===== src/rtl/mskaes_inv_mc_column_sequencer_pkg.sv =====
// Shared definitions for the masked inverse-MixColumns column sequencer.
// Holds the FSM encoding, the AES state geometry, and the helpers that map a
// byte or column index to its bit offset in a d-share interleaved state
// (byte k occupies BYTE_W*d bits starting at BYTE_W*d*k).
package mskaes_inv_mc_column_sequencer_pkg;

  typedef enum logic [1:0] {
    ST_IDLE = 2'd0,
    ST_MIX  = 2'd1,
    ST_HOLD = 2'd2
  } state_e;

  localparam int BYTE_W    = 8;
  localparam int COL_BYTES = 4;
  localparam int NCOL      = 4;

  function automatic int byte_off(input int d, input int k);
    return BYTE_W * d * k;
  endfunction

  function automatic int col_off(input int d, input int c);
    return byte_off(d, COL_BYTES * c);
  endfunction

endpackage


===== src/rtl/mskaes_inv_mc_column_sequencer_if.sv =====
// Bus bundle between the column sequencer, its upstream/downstream handshake
// partners and the combinational masked inverse-MixColumns stage.
//   in_*   : input state handshake (valid/ready, bypass flag, 128*D data)
//   out_*  : mixed state handshake (valid/ready, 128*D data)
//   mc_a*  : rows 0..3 of the current column, towards the MixColumns stage
//   mc_b*  : rows 0..3 returned by the MixColumns stage (same cycle)
// slave  = the sequencer's view; master = everything around it.
interface mskaes_inv_mc_column_sequencer_if #(
  parameter int D = 2
);
  logic              in_valid;
  logic              in_ready;
  logic              in_bypass;
  logic [128*D-1:0]  in_data;
  logic              out_valid;
  logic              out_ready;
  logic [128*D-1:0]  out_data;
  logic [8*D-1:0]    mc_a0, mc_a1, mc_a2, mc_a3;
  logic [8*D-1:0]    mc_b0, mc_b1, mc_b2, mc_b3;

  modport slave (
    input  in_valid, in_bypass, in_data, out_ready,
           mc_b0, mc_b1, mc_b2, mc_b3,
    output in_ready, out_valid, out_data,
           mc_a0, mc_a1, mc_a2, mc_a3
  );

  modport master (
    output in_valid, in_bypass, in_data, out_ready,
           mc_b0, mc_b1, mc_b2, mc_b3,
    input  in_ready, out_valid, out_data,
           mc_a0, mc_a1, mc_a2, mc_a3
  );
endinterface


===== src/rtl/mskaes_share_col_select.sv =====
// Column selector for a d-share masked AES state.
//   sel_i   : public 2-bit column index
//   en_i    : write-back enable (asserted while mixing)
//   state_i : full masked state, byte k at [8*D*k +: 8*D]
//   col_o   : selected column, row r in col_o[r]
//   we_o    : one-hot column write enable (all zero when en_i is low)
// Whole masked bytes are moved as units, so every output bit comes from the
// same share index of the same source bit; only the public select steers it.
module mskaes_share_col_select
  import mskaes_inv_mc_column_sequencer_pkg::*;
#(
  parameter int D = 2
) (
  input  logic [1:0]                            sel_i,
  input  logic                                  en_i,
  input  logic [128*D-1:0]                      state_i,
  output logic [COL_BYTES-1:0][BYTE_W*D-1:0]    col_o,
  output logic [NCOL-1:0]                       we_o
);

  logic [NCOL-1:0][COL_BYTES*BYTE_W*D-1:0] cols;

  for (genvar c = 0; c < NCOL; c++) begin : g_col
    assign cols[c] = state_i[col_off(D, c) +: COL_BYTES*BYTE_W*D];
  end

  assign col_o = cols[sel_i];

  always_comb begin
    we_o        = '0;
    we_o[sel_i] = en_i;
  end

endmodule


===== src/rtl/mskaes_inv_mc_column_sequencer.sv =====
// Sequencer feeding a masked inverse-MixColumns stage one column per cycle.
//   clk, rst : clock, asynchronous active-high reset
//   bus      : slave side of the sequencer bus (input handshake, output
//              handshake, mc_a*/mc_b* column exchange with the MC stage)
// A state is loaded in IDLE (or in HOLD while the previous result is being
// taken), mixed over four MIX cycles (skipped when bypass is set), then held
// in HOLD until downstream accepts it. All datapath moves are share-wise.
module mskaes_inv_mc_column_sequencer
  import mskaes_inv_mc_column_sequencer_pkg::*;
#(
  parameter int D = 2
) (
  input logic                            clk,
  input logic                            rst,
  mskaes_inv_mc_column_sequencer_if.slave bus
);

  state_e                              st_q, st_d;
  logic [1:0]                          col_q, col_d;
  logic                                byp_q, byp_d;
  logic [128*D-1:0]                    state_q, state_d;

  logic                                in_rdy;
  logic                                load;
  logic                                mix_en;
  logic [COL_BYTES-1:0][BYTE_W*D-1:0]  col_a;
  logic [COL_BYTES-1:0][BYTE_W*D-1:0]  col_b;
  logic [NCOL-1:0]                     col_we;

  // A bypassed transaction must never write back, even if the FSM were upset.
  assign mix_en = (st_q == ST_MIX) && !byp_q;
  assign load   = bus.in_valid && in_rdy;
  assign col_b  = {bus.mc_b3, bus.mc_b2, bus.mc_b1, bus.mc_b0};

  // col_q is 0 outside MIX, so mc_a* carry column 0 there; the mux is fed only
  // by registers, keeping in_data off the MC-stage inputs.
  mskaes_share_col_select #(.D(D)) u_col_sel (
    .sel_i   (col_q),
    .en_i    (mix_en),
    .state_i (state_q),
    .col_o   (col_a),
    .we_o    (col_we)
  );

  always_ff @(posedge clk or posedge rst) begin
    if (rst) begin
      st_q    <= ST_IDLE;
      col_q   <= 2'd0;
      byp_q   <= 1'b0;
      state_q <= '0;
    end else begin
      st_q    <= st_d;
      col_q   <= col_d;
      byp_q   <= byp_d;
      state_q <= state_d;
    end
  end

  always_comb begin
    st_d    = st_q;
    col_d   = col_q;
    byp_d   = byp_q;
    state_d = state_q;
    case (st_q)
      ST_IDLE: ;
      ST_MIX: begin
        for (int c = 0; c < NCOL; c++) begin
          if (col_we[c]) state_d[col_off(D, c) +: COL_BYTES*BYTE_W*D] = col_b;
        end
        // 3 -> 0 wrap happens here, leaving col at 0 for HOLD/IDLE.
        col_d = col_q + 2'd1;
        if (col_q == 2'd3) st_d = ST_HOLD;
      end
      ST_HOLD: if (bus.out_ready) st_d = ST_IDLE;
      default: st_d = ST_IDLE;
    endcase
    if (load) begin
      state_d = bus.in_data;
      byp_d   = bus.in_bypass;
      col_d   = 2'd0;
      st_d    = bus.in_bypass ? ST_HOLD : ST_MIX;
    end
  end

  always_comb begin
    in_rdy        = (st_q == ST_IDLE) || ((st_q == ST_HOLD) && bus.out_ready);
    bus.in_ready  = in_rdy;
    bus.out_valid = (st_q == ST_HOLD);
    bus.out_data  = state_q;
    bus.mc_a0     = col_a[0];
    bus.mc_a1     = col_a[1];
    bus.mc_a2     = col_a[2];
    bus.mc_a3     = col_a[3];
  end

endmodule


===== src/flat_wrapper.sv =====
// flat-port wrapper written by rule: the top's interface ports become plain ports
module mskaes_inv_mc_column_sequencer_flat import mskaes_inv_mc_column_sequencer_pkg::*;
#(
  parameter int D = 2
)
  (clk, rst, bus_in_valid, bus_in_bypass, bus_in_data, bus_out_ready, bus_mc_b0, bus_mc_b1, bus_mc_b2, bus_mc_b3, bus_in_ready, bus_out_valid, bus_out_data, bus_mc_a0, bus_mc_a1, bus_mc_a2, bus_mc_a3);
  mskaes_inv_mc_column_sequencer_if #(.D(D)) bus_i ();
  input logic clk;
  input logic rst;
  input wire logic [$bits(bus_i.in_valid)-1:0] bus_in_valid;
  input wire logic [$bits(bus_i.in_bypass)-1:0] bus_in_bypass;
  input wire logic [$bits(bus_i.in_data)-1:0] bus_in_data;
  input wire logic [$bits(bus_i.out_ready)-1:0] bus_out_ready;
  input wire logic [$bits(bus_i.mc_b0)-1:0] bus_mc_b0;
  input wire logic [$bits(bus_i.mc_b1)-1:0] bus_mc_b1;
  input wire logic [$bits(bus_i.mc_b2)-1:0] bus_mc_b2;
  input wire logic [$bits(bus_i.mc_b3)-1:0] bus_mc_b3;
  output wire logic [$bits(bus_i.in_ready)-1:0] bus_in_ready;
  output wire logic [$bits(bus_i.out_valid)-1:0] bus_out_valid;
  output wire logic [$bits(bus_i.out_data)-1:0] bus_out_data;
  output wire logic [$bits(bus_i.mc_a0)-1:0] bus_mc_a0;
  output wire logic [$bits(bus_i.mc_a1)-1:0] bus_mc_a1;
  output wire logic [$bits(bus_i.mc_a2)-1:0] bus_mc_a2;
  output wire logic [$bits(bus_i.mc_a3)-1:0] bus_mc_a3;
  assign bus_i.in_valid = bus_in_valid;
  assign bus_i.in_bypass = bus_in_bypass;
  assign bus_i.in_data = bus_in_data;
  assign bus_i.out_ready = bus_out_ready;
  assign bus_i.mc_b0 = bus_mc_b0;
  assign bus_i.mc_b1 = bus_mc_b1;
  assign bus_i.mc_b2 = bus_mc_b2;
  assign bus_i.mc_b3 = bus_mc_b3;
  assign bus_in_ready = bus_i.in_ready;
  assign bus_out_valid = bus_i.out_valid;
  assign bus_out_data = bus_i.out_data;
  assign bus_mc_a0 = bus_i.mc_a0;
  assign bus_mc_a1 = bus_i.mc_a1;
  assign bus_mc_a2 = bus_i.mc_a2;
  assign bus_mc_a3 = bus_i.mc_a3;
  mskaes_inv_mc_column_sequencer #(.D(D)) u_core (.clk(clk), .rst(rst), .bus(bus_i));
endmodule

===== config.mk =====
export PLATFORM = sky130hd
export DESIGN_NAME = mskaes_inv_mc_column_sequencer_flat
export DESIGN_NICKNAME = d
export VERILOG_FILES = /design/src/rtl/mskaes_inv_mc_column_sequencer_pkg.sv /design/src/rtl/mskaes_inv_mc_column_sequencer_if.sv /design/src/rtl/mskaes_share_col_select.sv /design/src/rtl/mskaes_inv_mc_column_sequencer.sv /design/src/flat_wrapper.sv
export SDC_FILE = /design/constraint.sdc
export NUM_CORES = 1
export LEC_CHECK = 0
export ABC_AREA = 0
export CORE_AREA = 3 3 252 254
export CTS_BUF_LIST = sky130_fd_sc_hd__clkbuf_16
export DETAILED_ROUTE_END_ITERATION = 8
export DIE_AREA = 0 0 255 257
export PLACE_DENSITY = 0.62
export SYNTH_ARGS = -nofsm -noshare
export SYNTH_HDL_FRONTEND = slang
export SYNTH_HIERARCHICAL = 1
export SYNTH_SLANG_ARGS = --single-unit

===== constraint.sdc =====
create_clock -name clk -period 18.4 [get_ports clk]
set_input_delay 3.68 -clock clk [delete_from_list [all_inputs] [get_ports clk]]
set_output_delay 3.68 -clock clk [all_outputs]
set_load 0.02 [all_outputs]

# --- Word-level counts from Yosys, hierarchy flattened ---
# Cells that the tools add are included.
totals:
  ff_bits: 261
  latchBits: 0
  ram_bits: 0
  rom_bits: 0
  inputBits: 325
  out_inout_bits: 322
  memories: 0
classes:
  n_addsub: 1
  multipliers: 0
  div_mod_pow: 0
  n_lt_le_gt_ge: 2
  eq_ne: 6
  shifts: 0
  mux: 17
  n_bitwise: 1
  n_reduce_logical: 17
ops:
  columns: ["cell", "count"]
  rows:
  - ["$mux W256", 2]
  - ["$mux W64", 5]
  - ["$bmux W64 S2", 1]
  - ["$mux W2", 6]
  - ["$reduce_bool A2 Y1", 5]
  - ["$reduce_and A2 Y1", 4]
  - ["$ne A3 B2 Y1 const B", 2]
  - ["$pmux W2 S3", 1]
  - ["$and A4 B4 Y4", 1]
  - ["$eq A2 B2 Y1 const B", 2]
  - ["$logic_and A1 B1 Y1", 4]
  - ["$lt A2 B3 Y1 const B", 1]
  - ["$reduce_and A3 Y1", 1]
  - ["$add A2 B1 Y2 const B", 1]
  - ["$demux W1 S2", 1]
  - ["$eq A2 B1 Y1 const B", 1]
  - ["$ge A2 B1 Y1 const B", 1]
  - ["$logic_not A2 Y1", 1]
  - ["$ne A2 B1 Y1 const B", 1]
  - ["$logic_not A1 Y1", 1]
  - ["$logic_or A1 B1 Y1", 1]
  - ["$mux W1", 1]

# --- Depth between registers and ports, before layout ---
# Gate-level depths: netlist of the first run.
logic_depth:
  ltp_word: 8
  mapped_depth: 9
  depth_no_buf: 6

# --- Hierarchy ---
# Netlist of the first run, hierarchy kept.
modules_own_cells:
  columns: ["mod", "n_inst", "cells_each", "area_each_um2", "seq_area_each_um2"]
  rows:
  - ["mskaes_inv_mc_column_sequencer", 1, 856, 13680.6, 6531.3]
  - ["mskaes_share_col_select", 1, 84, 1599.0, 0.0]

# --- Worst setup path after synthesis of the first run ---
# OpenSTA, ideal clock, no wires.
synth_timing:
  kind: "input port to output port"
  start: "input port bus_out_ready"
  end: "output port bus_in_ready"
  arrival_ps: 3989
  path_slack_ps: 10731
  stages: 2
  n_path_buf: 0
  path_cell_list: "nor2b_4 nor2_1"
synth_via:
  elab_chain_cells: 2
synth_lines:
  columns: ["item", "line", "source"]
  rows:
  - ["from (decl)", "flat_wrapper.sv:13", "input wire logic [$bits(bus_i.out_ready)-1:0] bus_out_ready;"]
  - ["$logic_and A1 B1 Y1", "mskaes_inv_mc_column_sequencer.sv:86", "in_rdy = (st_q == ST_IDLE) || ((st_q == ST_HOLD) && bus.out_ready);"]
  - ["$logic_or A1 B1 Y1", "mskaes_inv_mc_column_sequencer.sv:86", null]
  - ["to (decl)", "flat_wrapper.sv:18", "output wire logic [$bits(bus_i.in_ready)-1:0] bus_in_ready;"]
# Every way passes these cells.

# --- Worst setup path in the final report of the first run ---
# Ends and elaborated chain as after synthesis.

==> metrics.yaml, run 1 <==
port_buffers: 646
cts_setup_buffers: 0
clkSinkCount: 261
syn_inst: 940
htree_levels: 2
cts_buffer_depth: 3
drtIter0Drc: 448
synth.distinct_cells: 23
cts_root_buffer: "clkbuf_16"
worst_setup_path_end_kind: "primary output"
crit_arrival_ps: 4940
fin_crit_sh_pct: 46.9
ys_seq_area_share_pct: 42.7
first_global_vias: 12200
syn_to_final_growth_pct: 53.1
finalSetupViolations: 0
avgViaCountPerCell: 4.60
drc: 0
finish.utilization_pct: 38.0
cts_resized: 0
core_area_um2: 61500
via_count: 10900
worst_pin_slew_ps: 1110
antenna_found_initial: 6
totalWireLength_um: 56200
multiInputGateArea_um2: 8150
final_common_cell: "clkdlybuf4s50_1"
cts_buffers: 35
seqCellArea_um2: 6540
fmax_mhz: 116
finalClockSkew_ps: 13.8
cap_violations: 0
hpwl_um: 39400
fin_tns_setup_ps: 0
fillers: 5834
hold_buffers: 0
peakVddDrop_uv: 102
final_cell_mix: "646 x clkdlybuf4s50_1, 313 x mux2_2, 259 x dfrtp_1"
grt_max_degree: 136
relSlewSlack_pct: 25.9
final_antenna_net_count: 0
finalMaxSlewViolations: 0
die_h_um: 257
outcome: "finished clean"
drtPass1Iterations: 5
timing_worst_setup_path_type: "in -> out"
syn-num-nets: 1266
die_area_um2: 65500
hold_viol_final: 0
synth_warnings: 6
min_period_ps: 8620
cts_tree: "built"
start_kind: "input pin"
drive_gt1_share_pct: 40.3
grt_pass1_wl_um: 82400
routedWlPerCell_um: 23.6
globalplace.congestion: 0.825
whs_ps: 529
netlist_area_um2: 15300
io_pins: 647
num_rows: 91
initial_core_util_pct: 24.9
hold_path_class: "reg -> reg"
grt_overflow: 0
rsz0062_at_grt: "false"
syn_area_per_cell_um2: 16.3
required_ps: 14720
p_per_area_nw_per_um2: 195
nets: 1888
p_leak_nw: 9.73
ys_seq_elements: 261
die_w_um: 255
grt_usage_pct: 16.7
crit_path_max_fanout: 4
cts.clk_slew.worst_paths_ps: 50
clk-insertion-delay-late_ps: 520
-- worst paths after layout --
| path | start | end | slack, ps | cells after the start |
|---|---|---|---|---|
| worst max-delay path | bus_out_ready | bus_in_ready | 9780 | 4 |
| worst min-delay path | u_core/byp_q$_DFFE_PP0P_ | u_core/byp_q$_DFFE_PP0P_ | 530 | 1 |
| worst max register to register | u_core/st_q[1]$_DFFE_PP0P_ | u_core/bus.out_data[254]$_DFFE_PP0P_ | 14640 | 5 |
| worst min register to register | u_core/byp_q$_DFFE_PP0P_ | u_core/byp_q$_DFFE_PP0P_ | 530 | 1 |
| max in group asynchronous | rst | u_core/bus.out_data[60]$_DFFE_PP0P_ | 13110 | 3 |
| min in group asynchronous | rst | u_core/bus.out_data[232]$_DFFE_PP0P_ | 3650 | 2 |
-- per-layer routing --
metal	global-route usage, %	wire length [µm]	up-vias
met4	5.92	1880	2
met3	4.66	3890	96
met2	28.9	28000	431
li1	-	-	4787
met1	19.6	22400	5624
met5	0	8	-
-- logic make-up after synthesis --
logic type | share of synthesized area (%)
mux | 52.2
flops | 42.7
buf+inv | 3.93
simple gates | 0.917
compound gates | 0.172
fa+ha+maj | 0.0819
-- critical path, stage by stage --
cell and delay [ps]:
clkdlybuf4s50_1 510, nor2b_4 60, nor2_1 90, clkdlybuf4s50_1 610
-- state kept, by name, summed over array words and instances (netlist names) --
name and flops:
u_core/bus.out_data 256, u_core/byp_q 1, u_core/col_q 2, u_core/st_q 2
-- report_power, final --
| group | internal [W] | total [W] | switching (W) | leakage [nW] |
|---|---|---|---|---|
| Clock | 0.000402 | 0.000659 | 0.000258 | 0.589 |
| Sequential | 0.000872 | 0.00119 | 0.000320 | 3.04 |
| Combinational | 0.00159 | 0.00272 | 0.00113 | 6.10 |
| Total | 0.00286 | 0.00457 | 0.00171 | 9.73 |
-- per-stage QoR --
step	total power, W	cell area (µm²)	cells	setup slack (ps)
2_1_floorplan	0.00274	15300	940	7540
3_3_place_gp	0.00390	22300	2315	9740
3_5_place_dp	0.00393	22300	2315	9780
4_1_cts	0.00462	23400	2377	9770
5_1_grt	0.00479	23400	2379	9740
6_report	0.00457	23400	2380	9780
-- cell usage after synthesis (all sizes together) --
| master | n | area, µm² |
|---|---|---|
| a21oi | 1 | 5.00 |
| and3 | 1 | 6.26 |
| and3b | 3 | 26.3 |
| buf | 70 | 582 |
| clkbuf | 4 | 15.0 |
| dfrtp | 261 | 6530 |
| ha | 1 | 12.5 |
| inv | 1 | 3.75 |
| mux2 | 513 | 6530 |
| mux4 | 64 | 1440 |
| nand2 | 4 | 15.0 |
| nand2b | 2 | 12.5 |
| nand3b | 3 | 22.5 |
| nor2 | 2 | 7.51 |
| nor2b | 3 | 26.3 |
| nor3b | 2 | 15.0 |
| o21ai | 3 | 15.0 |
| o22ai | 1 | 6.26 |
| or3b | 1 | 8.76 |
-- layout make-up --
cell class                      instances  share of cell area (%)
Multi-Input combinational cell        604                    34.9
Timing Repair Buffer                  659                    28.2
Sequential cell                       261                    28.0
Tap cell                              790                    4.23
Clock buffer                           37                    3.96
Clock inverter                         25                   0.754
Inverter                                1                  0.0481
Antenna cell                            3                  0.0321
Note: power is estimated with default switching activity, not from simulation.
==> run 2: changes to the inputs <==
--- a/config.mk
+++ b/config.mk
@@ -6,11 +6,11 @@
 export NUM_CORES = 1
 export LEC_CHECK = 0
 export ABC_AREA = 0
-export CORE_AREA = 3 3 252 254
+export CORE_AREA = 3 3 248 250
 export CTS_BUF_LIST = sky130_fd_sc_hd__clkbuf_16
 export DETAILED_ROUTE_END_ITERATION = 8
-export DIE_AREA = 0 0 255 257
-export PLACE_DENSITY = 0.62
+export DIE_AREA = 0 0 251 253
+export PLACE_DENSITY = 0.66
 export SYNTH_ARGS = -nofsm -noshare
 export SYNTH_HDL_FRONTEND = slang
 export SYNTH_HIERARCHICAL = 1
==> constraint.sdc (replaced) <==
create_clock -name clk -period 7.3 [get_ports clk]
set_input_delay 1.46 -clock clk [delete_from_list [all_inputs] [get_ports clk]]
set_output_delay 1.46 -clock clk [all_outputs]
set_load 0.02 [all_outputs]
==> metrics.yaml, run 2 (synthesis results as in run 1) <==
nets: 1887  # was 1888
hpwl_um: 40900  # was 39400 µm
io_pins: 647  # unchanged
cts_buffer_depth: 3  # unchanged
routedWlPerCell_um: 23.4  # was 23.6 µm
port_buffers: 646  # unchanged
r2r_start: "u_core/col_q[0]$_DFFE_PP0P_"  # was u_core/st_q[1]$_DFFE_PP0P_
seqCellArea_um2: 6540  # unchanged
p_sw_share_pct: 37.9  # was 37.4%
cts_setup_buffers: 0  # unchanged
die_area_um2: 63500  # was 65500 µm²
pwr-share-comb_pct: 60.6  # was 59.5%
rsz0062_at_grt: "false"  # unchanged
die_w_um: 251  # was 255 µm
crit_family: "buffers and inverters"  # unchanged
crit_slowest_cell: "dfrtp_4"  # was clkdlybuf4s50_1
drc: 0  # unchanged
cap_violations: 0  # unchanged
grt_max_degree: 138  # was 136
finalClockSkew_ps: 10.6  # was 13.8 ps
largest_reg_flops: 256  # unchanged
crit_path_max_fanout: 39  # was 4
hold_viol_final: 0  # unchanged
globalplace.congestion: 0.918  # was 0.825
cts_buffers: 31  # was 35
max_stage_delay_ps: 940  # was 610 ps
start_kind: "flip-flop"  # was input pin
htree_levels: 1  # was 2
final_antenna_net_count: 0  # unchanged
syn_to_final_growth_pct: 51.9  # was 53.1%
whs_ps: 509  # was 529 ps
p_leak_nw: 9.63  # was 9.73 nW
hold_start: "u_core/byp_q$_DFFE_PP0P_"  # unchanged
clkSinkCount: 261  # unchanged
fillers: 5608  # was 5834
startpoint: "u_core/col_q[0]$_DFFE_PP0P_"  # was bus_out_ready
power.share.sequential_pct: 26.9  # was 26.1%
totalWireLength_um: 55200  # was 56200 µm
p_int_w: 0.00698  # was 0.00286 W
hold_path_class: "reg -> reg"  # unchanged
fin_tns_setup_ps: 0  # unchanged
crit_buf_inv: 2  # unchanged
p_clk_share_pct: 12.5  # was 14.4%
cts_tree: "built"  # unchanged
hold_buffers: 0  # unchanged
crit_arrival_ps: 3510  # was 4940 ps
peakVddDrop_uv: 285  # was 102 µV
fmax_mhz: 201
finalSetupViolations: 0  # unchanged
drtPass1Iterations: 4  # was 5
final_cell_mix: "646 x clkdlybuf4s50_1, 313 x mux2_2, 259 x dfrtp_1"  # unchanged
p_per_area_nw_per_um2: 485  # was 195 nW/µm²
first_global_vias: 12300  # was 12200
grt_pass1_wl_um: 80700  # was 82400 µm
num_rows: 89  # was 91
relSlewSlack_pct: 31.1  # was 25.9%
min_period_ps: 4970
initial_core_util_pct: 25.8  # was 24.9%
power.switching_w: 0.00427  # was 0.00171 W
p_total_w: 0.0113  # was 0.00457 W
clk-insertion-delay-late_ps: 570  # was 520 ps
worst_pin_slew_ps: 1030  # was 1110 ps
die_h_um: 253  # was 257 µm
via_count: 10900  # about the same
cts.clk_slew.worst_paths_ps: 60  # was 50 ps
grt_overflow: 0  # unchanged
timing_worst_setup_path_type: "reg -> out"  # was in -> out
crit_chain: "buf_4 -> mux4_2 -> clkdlybuf4s50_1"  # was clkdlybuf4s50_1 -> nor2b_4 -> nor2_1 -> clkdlybuf4s50_1
cts_root_buffer: "clkbuf_16"  # unchanged
cts_resized: 0  # unchanged
antenna_found_initial: 4  # was 6
finalMaxSlewViolations: 0  # unchanged
grt_usage_pct: 16.5  # was 16.7%
fin_crit_sh_pct: 68.0
final_common_cell: "clkdlybuf4s50_1"  # unchanged
drive_gt1_share_pct: 40.0  # was 40.3%
avgViaCountPerCell: 4.63  # was 4.60
worst_setup_path_end_kind: "primary output"  # unchanged
multiInputGateArea_um2: 8150  # unchanged
required_ps: 5840  # was 14720 ps
outcome: "finished clean"  # unchanged
drtIter0Drc: 407  # was 448
core_area_um2: 59200  # was 61500 µm²
==> run 2: metal layers <==
| layer | GRT usage (%) | vias to the layer above | wire, µm |
|---|---|---|---|
| met5 | 0 | - | 13 |
| met4 | 5.24 | 2 | 1650 |
| met3 | 4.20 | 86 | 3790 |
| met2 | 29.7 | 485 | 28100 |
| met1 | 19.3 | 5590 | 21700 |
| li1 | - | 4780 | - |
==> run 2: worst paths after layout <==
check                                                       end  slack, ps  cells after the start
max                                                bus_mc_a0[8]       2330                      3
min                                    u_core/byp_q$_DFFE_PP0P_        510                      1
max reg2reg                 u_core/bus.out_data[68]$_DFFE_PP0P_       3230                      6
min reg2reg                            u_core/byp_q$_DFFE_PP0P_        510                      1
max in group asynchronous  u_core/bus.out_data[243]$_DFFE_PP0P_       4290                      4
min in group asynchronous   u_core/bus.out_data[81]$_DFFE_PP0P_       1440                      3
==> run 2: power groups by stage <==
| stage | combinational, W | clock, W | sequential, W |
|---|---|---|---|
| floorplan | 0.00335 | 0 | 0.00357 |
| global placement | 0.00676 | 0 | 0.00302 |
| detailed placement | 0.00684 | 0 | 0.00304 |
| CTS | 0.00686 | 0.00147 | 0.00304 |
| global route | 0.00711 | 0.00152 | 0.00313 |
| finish | 0.00681 | 0.00141 | 0.00303 |
==> run 2: cell type report <==
class                   instances  share of cell area, %
flip-flops and latches        261                   28.2
clock inverters                26                  0.550
diodes                          3                 0.0324
inverters                       1                 0.0324
clock buffers                  31                   3.34
well taps                     773                   4.17
repair buffers                662                   28.5
multi-input cells             604                   35.1
==> run 2: per-stage QoR <==
step | setup WS (ps) | area (µm²) | cells | utilization [%]
2_1_floorplan | 2400 | 15300 | 940 | -
3_3_place_gp | 2900 | 22300 | 2301 | 37.6
3_5_place_dp | 2850 | 22300 | 2301 | 37.6
4_1_cts | 2220 | 23200 | 2358 | 39.2
5_1_grt | 2110 | 23200 | 2359 | 39.2
6_report | 2330 | 23200 | 2361 | 39.2
==> run 3: changes to the inputs <==
--- a/config.mk
+++ b/config.mk
@@ -10,7 +10,7 @@
 export CTS_BUF_LIST = sky130_fd_sc_hd__clkbuf_16
 export DETAILED_ROUTE_END_ITERATION = 8
 export DIE_AREA = 0 0 251 253
-export PLACE_DENSITY = 0.66
+export PLACE_DENSITY = 0.64
 export SYNTH_ARGS = -nofsm -noshare
 export SYNTH_HDL_FRONTEND = slang
 export SYNTH_HIERARCHICAL = 1
==> constraint.sdc (replaced) <==
create_clock -name clk -period 5.01 [get_ports clk]
set_input_delay 1.002 -clock clk [delete_from_list [all_inputs] [get_ports clk]]
set_output_delay 1.002 -clock clk [all_outputs]
set_load 0.02 [all_outputs]
==> metrics.yaml, run 3 (synthesis results as in run 1) <==
outcome: "finished clean"  # unchanged
crit_chain: "buf_12 -> mux4_2 -> clkdlybuf4s50_1"  # was buf_4 -> mux4_2 -> clkdlybuf4s50_1
r2r_start: "u_core/col_q[0]$_DFFE_PP0P_"  # unchanged
port_buffers: 646  # unchanged
core_area_um2: 59200  # unchanged
grt_max_degree: 85  # was 138
p_per_area_nw_per_um2: 707  # was 485 nW/µm²
nets: 1898  # was 1887
drive_gt1_share_pct: 40.7  # was 40.0%
globalplace.congestion: 0.899  # was 0.918
hold_start: "u_core/byp_q$_DFFE_PP0P_"  # unchanged
die_area_um2: 63500  # unchanged
drc: 0  # unchanged
finish.utilization_pct: 39.4  # was 39.2%
finalClockSkew_ps: 14.5  # was 10.6 ps
r2r_setup_slack_ps: 1950  # was 3230 ps
relSlewSlack_pct: 36.8  # was 31.1%
cts.clk_slew.worst_paths_ps: 60  # about the same
grt_overflow: 0  # unchanged
crit_slowest_cell: "dfrtp_4"  # unchanged
drtIter0Drc: 520  # was 407
hold_buffers: 0  # unchanged
routedWlPerCell_um: 23.7  # was 23.4 µm
rsz0062_at_grt: "false"  # unchanged
die_w_um: 251  # unchanged
hpwl_um: 42700  # was 40900 µm
crit_buf_inv: 2  # unchanged
final_common_cell: "clkdlybuf4s50_1"  # unchanged
largest_reg_flops: 256  # unchanged
avgViaCountPerCell: 4.63  # about the same
first_global_vias: 12100  # was 12300
cts_buffers: 31  # unchanged
min_period_ps: 4070
fin_crit_sh_pct: 81.3
via_count: 11000  # was 10900
required_ps: 4010  # was 5840 ps
rr_worst_depth: 5  # was 6
finalMaxSlewViolations: 0  # unchanged
whs_ps: 533  # was 509 ps
start_kind: "flip-flop"  # unchanged
final_cell_mix: "646 x clkdlybuf4s50_1, 313 x mux2_2, 259 x dfrtp_1"  # unchanged
crit_family: "flip-flops"  # was buffers and inverters
htree_levels: 1  # unchanged
io_pins: 647  # unchanged
dp_cells: 2312  # was 2301
fin_tns_setup_ps: 0  # unchanged
syn_to_final_growth_pct: 52.8  # was 51.9%
final_antenna_net_count: 0  # unchanged
cts_tree: "built"  # unchanged
initial_core_util_pct: 25.8  # unchanged
clkSinkCount: 261  # unchanged
cts_buffer_depth: 3  # unchanged
fillers: 5601  # was 5608
p_leak_nw: 9.69  # was 9.63 nW
num_rows: 89  # unchanged
cap_violations: 0  # unchanged
timing_worst_setup_path_type: "reg -> out"  # unchanged
hold_path_class: "reg -> reg"  # unchanged
rr_endpoint: "u_core/bus.out_data[65]$_DFFE_PP0P_"  # was u_core/bus.out_data[68]$_DFFE_PP0P_
die_h_um: 253  # unchanged
crit_path_max_fanout: 41  # was 39
clk-insertion-delay-late_ps: 570  # about the same
cts_setup_buffers: 0  # unchanged
instances_no_fill: 2374  # was 2361
hold_path_depth: 1  # unchanged
peakVddDrop_uv: 314  # was 285 µV
cts_root_buffer: "clkbuf_16"  # unchanged
grt_usage_pct: 16.9  # was 16.5%
grt_pass1_wl_um: 82000  # was 80700 µm
cts_resized: 0  # unchanged
antenna_found_initial: 7  # was 4
totalWireLength_um: 56300  # was 55200 µm
worst_pin_slew_ps: 946  # was 1030 ps
hold_path_end: "u_core/byp_q$_DFFE_PP0P_"  # unchanged
p_total_w: 0.0165  # was 0.0113 W
hold_viol_final: 0  # unchanged
finalSetupViolations: 0  # unchanged
worst_setup_path_end_kind: "primary output"  # unchanged
fmax_mhz: 246
crit_arrival_ps: 3070  # was 3510 ps
drtPass1Iterations: 4  # unchanged
max_stage_delay_ps: 970  # was 940 ps
run 3: stage by stage:
step                      setup slack, ps  area [µm²]
after floorplan                       566       15300
after global placement               1470       22400
after detailed placement             1440       22400
after CTS                             812       23300
after global routing                  734       23300
final                                 938       23400
run 3: worst max path at each step:
stage,start,to,depth (start not counted)
finish,u_core/col_q[0]$_DFFE_PP0P_,bus_mc_a3[8],3
global route,u_core/col_q[0]$_DFFE_PP0P_,bus_mc_a3[10],3
CTS,u_core/col_q[0]$_DFFE_PP0P_,bus_mc_a3[10],3
detailed placement,u_core/col_q[0]$_DFFE_PP0P_,bus_mc_a3[8],3
global placement,u_core/col_q[0]$_DFFE_PP0P_,bus_mc_a0[2],3
floorplan,rst,u_core/bus.out_data[0]$_DFFE_PP0P_,1
run 3: final cells by class:
type / instances / area, µm² / area share, %
diodes: 5 / 12.5 / 0.0536
clock buffers: 31 / 776 / 3.32
clock inverters: 26 / 139 / 0.595
inverters: 1 / 7.51 / 0.0321
multi-input cells: 604 / 8150 / 34.9
flip-flops and latches: 261 / 6540 / 28.0
well taps: 773 / 967 / 4.14
repair buffers: 673 / 6760 / 28.9
run 3: per-layer routing:
layer | global-route usage (%) | routed length, µm
met1 | 19.9 | 21700
met2 | 29.6 | 28100
met3 | 4.54 | 4390
met4 | 6.63 | 2080
met5 | 0 | 21
run 3: report_power, final:
part	internal (W)	total (W)	switching (W)	leakage [nW]
Combinational	0.00585	0.00995	0.00410	6.18
Clock	0.00116	0.00208	0.000917	0.465
Sequential	0.00320	0.00448	0.00128	3.04
